[config.mk]
export PLATFORM = sky130hd
export DESIGN_NAME = servo_ramp_ctrl
export DESIGN_NICKNAME = d
export VERILOG_FILES = /design/src/rtl/servo_ramp_ctrl.sv
export SDC_FILE = /design/constraint.sdc
export NUM_CORES = 1
export LEC_CHECK = 0
export ABC_CLOCK_PERIOD_IN_PS = 1900
export CAP_MARGIN = 15
export CORE_ASPECT_RATIO = 2
export CORE_MARGIN = 2
export CORE_UTILIZATION = 50
export CTS_CLUSTER_SIZE = 30
export DETAILED_ROUTE_END_ITERATION = 8
export MAX_ROUTING_LAYER = met4
export PLACE_DENSITY = 0.78
export REMOVE_ABC_BUFFERS = 1
export SYNTH_ARGS = -nofsm -noshare
export SYNTH_HDL_FRONTEND = slang
export SYNTH_SLANG_ARGS = --single-unit
[constraint.sdc]
create_clock -name clk -period 1.9 [get_ports clk]
set_clock_uncertainty 0.1 [all_clocks]
set_input_delay 0.38 -clock clk [delete_from_list [all_inputs] [get_ports clk]]
set_output_delay 0.38 -clock clk [all_outputs]
set_load 0.02 [all_outputs]
[src/rtl/servo_ramp_ctrl.sv]
// Servo PWM sequencer: command FIFO, per-period slew toward target, hold, retire.
// Optional macro SERVO_RAMP_EN enables STEP_US slewing; otherwise the target is applied in one period.
module servo_ramp_ctrl #(
  parameter logic [15:0] MIN_PW       = 16'd500,
  parameter logic [15:0] MAX_PW       = 16'd2500,
  parameter logic [15:0] CENTER_PW    = 16'd1500,
  parameter logic [15:0] STEP_US      = 16'd10,
  parameter logic [7:0]  HOLD_PERIODS = 8'd2,
  parameter int          FIFO_DEPTH   = 4
) (
  input  logic        clk,
  input  logic        rst,
  input  logic [15:0] counter_in,
  input  logic        period_start,
  input  logic        cmd_valid,
  input  logic [15:0] cmd_pw,
  output logic        cmd_ready,
  output logic [15:0] pulse_width,
  output logic        pwm_out,
  output logic        busy,
  output logic        done,
  output logic        cmd_err
);
  localparam int AW = $clog2(FIFO_DEPTH);

  typedef enum logic [1:0] {IDLE, RAMP, HOLD} state_t;

  state_t      r_state;
  logic [15:0] r_fifo [FIFO_DEPTH];
  logic [AW:0] r_wr, r_rd;
  logic [15:0] r_target, r_pw;
  logic [7:0]  r_hold;
  logic        r_pwm, r_cmd_err;

  logic        w_empty, w_full, w_push, w_pop;
  logic        w_low, w_high;
  logic [15:0] w_clamped;
  logic        w_up, w_near, w_hold_last;
  logic [15:0] w_dist, w_step_pw;

  // Pointers carry one extra wrap bit so full and empty are distinguishable.
  assign w_empty = (r_wr == r_rd);
  assign w_full  = (r_wr[AW] != r_rd[AW]) && (r_wr[AW-1:0] == r_rd[AW-1:0]);
  assign w_push  = cmd_valid && !w_full;
  assign w_pop   = (r_state == IDLE) && !w_empty;

  assign w_low     = (cmd_pw < MIN_PW);
  assign w_high    = (cmd_pw > MAX_PW);
  assign w_clamped = w_low ? MIN_PW : (w_high ? MAX_PW : cmd_pw);

  // Compare first, then add or subtract, so the 16-bit step never wraps.
  assign w_up      = (r_target > r_pw);
  assign w_dist    = w_up ? (r_target - r_pw) : (r_pw - r_target);
  assign w_step_pw = w_up ? (r_pw + STEP_US) : (r_pw - STEP_US);
`ifdef SERVO_RAMP_EN
  assign w_near    = (w_dist <= STEP_US);
`else
  assign w_near    = 1'b1;
`endif

  assign w_hold_last = (r_hold == HOLD_PERIODS - 8'd1);

  assign cmd_ready   = !w_full;
  assign pulse_width = r_pw;
  assign pwm_out     = r_pwm;
  assign cmd_err     = r_cmd_err;
  assign busy        = (r_state != IDLE) || !w_empty;
  assign done        = (r_state == HOLD) && period_start && w_hold_last;

  always_ff @(posedge clk) begin
    if (w_push) r_fifo[r_wr[AW-1:0]] <= w_clamped;
  end

  always_ff @(posedge clk) begin
    if (rst) begin
      r_state   <= IDLE;
      r_wr      <= '0;
      r_rd      <= '0;
      r_target  <= CENTER_PW;
      r_pw      <= CENTER_PW;
      r_hold    <= '0;
      r_pwm     <= 1'b0;
      r_cmd_err <= 1'b0;
    end else begin
      r_pwm     <= (counter_in < r_pw);
      r_cmd_err <= w_push && (w_low || w_high);
      if (w_push) r_wr <= r_wr + {{AW{1'b0}}, 1'b1};
      case (r_state)
        IDLE: begin
          if (w_pop) begin
            r_target <= r_fifo[r_rd[AW-1:0]];
            r_rd     <= r_rd + {{AW{1'b0}}, 1'b1};
            r_state  <= RAMP;
          end
        end
        RAMP: begin
          if (period_start) begin
            if (w_near || w_dist == 16'd0) begin
              r_pw    <= r_target;
              r_hold  <= '0;
              r_state <= HOLD;
            end else begin
              r_pw    <= w_step_pw;
            end
          end
        end
        HOLD: begin
          if (period_start) begin
            if (w_hold_last) begin
              r_hold  <= '0;
              r_state <= IDLE;
            end else begin
              r_hold  <= r_hold + 8'd1;
            end
          end
        end
        default: r_state <= IDLE;
      endcase
    end
  end
endmodule

==> flow_metrics.env <==
export IMPL_synth_distinct_cells=52
export IMPL_grt_usage=0.207
export IMPL_cts_tree="done"
export IMPL_post_route_period_util=1.26
export IMPL_syn_avg_cell_area_sq_um=13.2
export IMPL_critPathTopFamily="simple AND/OR/NAND/NOR gates"
export IMPL_via_per_inst=5.15
export IMPL_synth_top_area_frac=0.383
export IMPL_clock_power_share=0.372
export IMPL_htree_levels=4
export IMPL_synth_top_area_cell="edfxtp_1"
export IMPL_drv_slew=0
export IMPL_yosys_warnings=0
export IMPL_grt_pass1_wl_microns=16400
export IMPL_critPathLaunchType="register"
export IMPL_seq_area_frac_synth=0.583
export IMPL_syn_inst=381
export IMPL_gp_congestion=0.833
export IMPL_num_vias=3300
export IMPL_leakagePower_uw=0.00280
export IMPL_clk_latency_ns=0.40
export IMPL_required_ns=1.42
export IMPL_rows=51
export IMPL_ir_drop_mv=0.750
export IMPL_fin_total_pwr_uw=8260
export IMPL_synth_ff_type="edfxtp_1"
export IMPL_synthToLayoutAreaGrowth_pct=35.4
export IMPL_port_buffers=56
export IMPL_p_sw_uw=2250
export IMPL_min_period_ns=2.39
export IMPL_p_int_uw=6010
export IMPL_cp_max_fo=2
export IMPL_fp_dieW_microns=74.8
export IMPL_die_h_microns=146
export IMPL_antenna_left=0
export IMPL_setup_worst_path_class="reg -> out"
export IMPL_numPlacedInstances=605
export IMPL_antenna_found_initial=0
export IMPL_ys_top_cells_by_area="edfxtp_1 38%, dfxtp_1 20%, mux4_2 7.2%"
export IMPL_numCtsBuffers=17
export IMPL_synth_async_reset_ratio=0
export IMPL_crit_path_cell_trace="inv_2 -> ha_4 -> or4b_4 -> nor4_4 -> nand2_1 -> nor2_1 -> buf_4"
export IMPL_end_kind="output port"
export IMPL_nets=554
export IMPL_hold_viol=0
export IMPL_ys_ff_latch=114
export IMPL_clkSinkCount=114
export IMPL_timing_fmax_mhz=418
export IMPL_failed_checks="setup timing"
export IMPL_ctsHoldBuffers=0
export IMPL_die_area_sq_um=10900
export IMPL_antenna_cells_inserted=0
export IMPL_cts_root_buffer_cell="clkbuf_16"
export IMPL_drt_first_pass_iters=4
export IMPL_overflow=0
export IMPL_pwr_share_seq=0.376
export IMPL_core_area_sq_um=9760
export IMPL_switching_share=0.273
export IMPL_top_level_ports=57
export IMPL_hold_class="in -> reg"
export IMPL_drtIter0Drc=154
export IMPL_drive_above_1_share=0.250
export IMPL_rsz0062_at_grt="yes"
export IMPL_initial_core_util=0.514
export IMPL_grt_pass1_vias=3508
export IMPL_p_per_area_nw_per_um2=1210
export IMPL_clkTransAtPathRegs_ns=0.05
export IMPL_wl_per_cell_microns=15.5
export IMPL_synth_edf_count=64
export IMPL_layout_setup_ws_ns=-0.490
export IMPL_drc=0
export IMPL_synth_area_sq_um=5020
export IMPL_layoutNonFillerInstCount=641
export IMPL_clock_path_buffers=2
export IMPL_maxCapViolations=0
export IMPL_critPathBufInv=2
export IMPL_hpwl_microns=6970
export IMPL_critical_path_slowest_cell="or4b_4"
export IMPL_p_comb_frac=0.251
export IMPL_setup_viol=1
export IMPL_outcome="complete, but fails checks"
export IMPL_crit_arrival_ns=1.91
export IMPL_finalWirelength_microns=9930
export IMPL_grt_max_degree=25
export IMPL_slowest_delay_ns=0.47
-- cells by family after synthesis --
kind of cell | count (synthesis) | synth area share
DFF | 114 | 0.583
and+or+nand+nor | 121 | 0.131
buffers and inverters | 34 | 0.0362
muxes | 26 | 0.0918
other | 1 | 0.000747
AOI/OAI and AO/OA | 48 | 0.0688
adders and majority gates | 22 | 0.0549
xor gates and xnor gates | 15 | 0.0337
-- synthesized netlist by cell type (2+ instances only) --
master	number
and2_1	7
and2_2	2
nand2_1	26
o21ai_0	4
clkbuf_1	3
a21o_2	2
nor4_2	2
xnor2_4	2
buf_4	4
a211o_1	14
mux4_2	16
dfxtp_1	50
mux2i_1	10
ha_1	22
edfxtp_1	64
xnor2_1	5
a21oi_1	19
nand2b_1	8
nor2_1	40
nand3_1	3
nor2b_1	3
xor2_1	8
inv_1	19
and3_1	10
nand4_1	7
nor3_1	2
buf_2	4
-- power groups by stage --
stage | Sequential, uW | Clock (uW) | Combinational, uW
2_1_floorplan | 3250 | 0 | 1150
3_3_place_gp | 3120 | 0 | 1930
3_5_place_dp | 3140 | 0 | 2010
4_1_cts | 3100 | 3110 | 2100
5_1_grt | 3140 | 3230 | 2270
6_report | 3110 | 3070 | 2080
-- worst register-to-register path, cell delays in order (launching register included) --
cell and delay [ns]:
dfxtp_1 0.37, buf_6 0.22, mux4_2 0.52, and3_1 0.22
a211o_1 0.26
-- stage by stage --
stage / utilization / area (sq um) / setup WS (ns) / TNS (ns) / hold slack [ns]
floorplan: - / 4960 / -0.585 / -38.26 / 0.325
global placement: 0.617 / 6020 / -0.500 / -19.68 / 0.340
detailed placement: 0.617 / 6020 / -0.603 / -21.85 / 0.351
CTS: 0.691 / 6740 / -0.592 / -0.678 / 0.359
global route: 0.696 / 6800 / -0.573 / -0.573 / 0.321
finish: 0.696 / 6800 / -0.490 / -0.490 / 0.323
-- final cells by class --
| class | instances | area, sq um |
|---|---|---|
| Fill cell | 661 | 2970 |
| Sequential cell | 114 | 2930 |
| Multi-Input combinational cell | 248 | 2110 |
| Timing Repair Buffer | 96 | 947 |
| Clock buffer | 20 | 437 |
| Tap cell | 132 | 165 |
| Clock inverter | 12 | 140 |
| Inverter | 19 | 71.3 |
-- worst paths after layout --
path / end / start / cells past startpoint / slack (ns)
worst max-delay path: done / r_hold[1] / 7 / -0.49
worst min-delay path: r_fifo[2][2] / cmd_pw[2] / 2 / 0.32
worst max register to register: r_target[8] / r_rd[0] / 4 / 0.10
worst min register to register: pulse_width[0] / r_target[0] / 2 / 0.36
-- sequential cells by signal, indices dropped and copies added (netlist names) --
signal,count
r_target,16
r_fifo,64
r_wr,3
pwm_out,1
cmd_err,1
r_state,2
r_rd,3
r_hold,8
pulse_width,16
-- per-layer routing --
layer | GRT usage | up-vias | share of wire
met5 | - | - | 0
met4 | 0.0768 | 0 | 0.018
met3 | 0.0561 | 11 | 0.028
met2 | 0.365 | 74 | 0.58
met1 | 0.208 | 1608 | 0.38
li1 | - | 1607 | -
-- layout by cell type, fill, tap and decap left out, drive strengths merged, types with 5 or more instances in the layout --
cell type,count
edfxtp,64
dfxtp,50
buf,43
nor2,40
clkdlybuf4s50,39
nand2,27
ha,22
clkbuf,20
inv,19
a21oi,19
mux4,16
conb,16
a211o,14
and3,10
mux2i,10
and2,10
dlymetal6s2s,9
xor2,8
nand2b,8
nand4,7
clkinv,7
xnor2,7
dlygate4sd2,5
o21ai,5
-- what timing repair did --
| action | 4_1_cts | 5_1_grt |
|---|---|---|
| gates cloned | 0 | 0 |
| gates resized for setup | 40 | 17 |
| endpoints found under the setup margin | 39 | 44 |
| buffers inserted | 11 | 2 |
| pin swaps | 9 | 8 |
(Power assumes the default switching activity.)
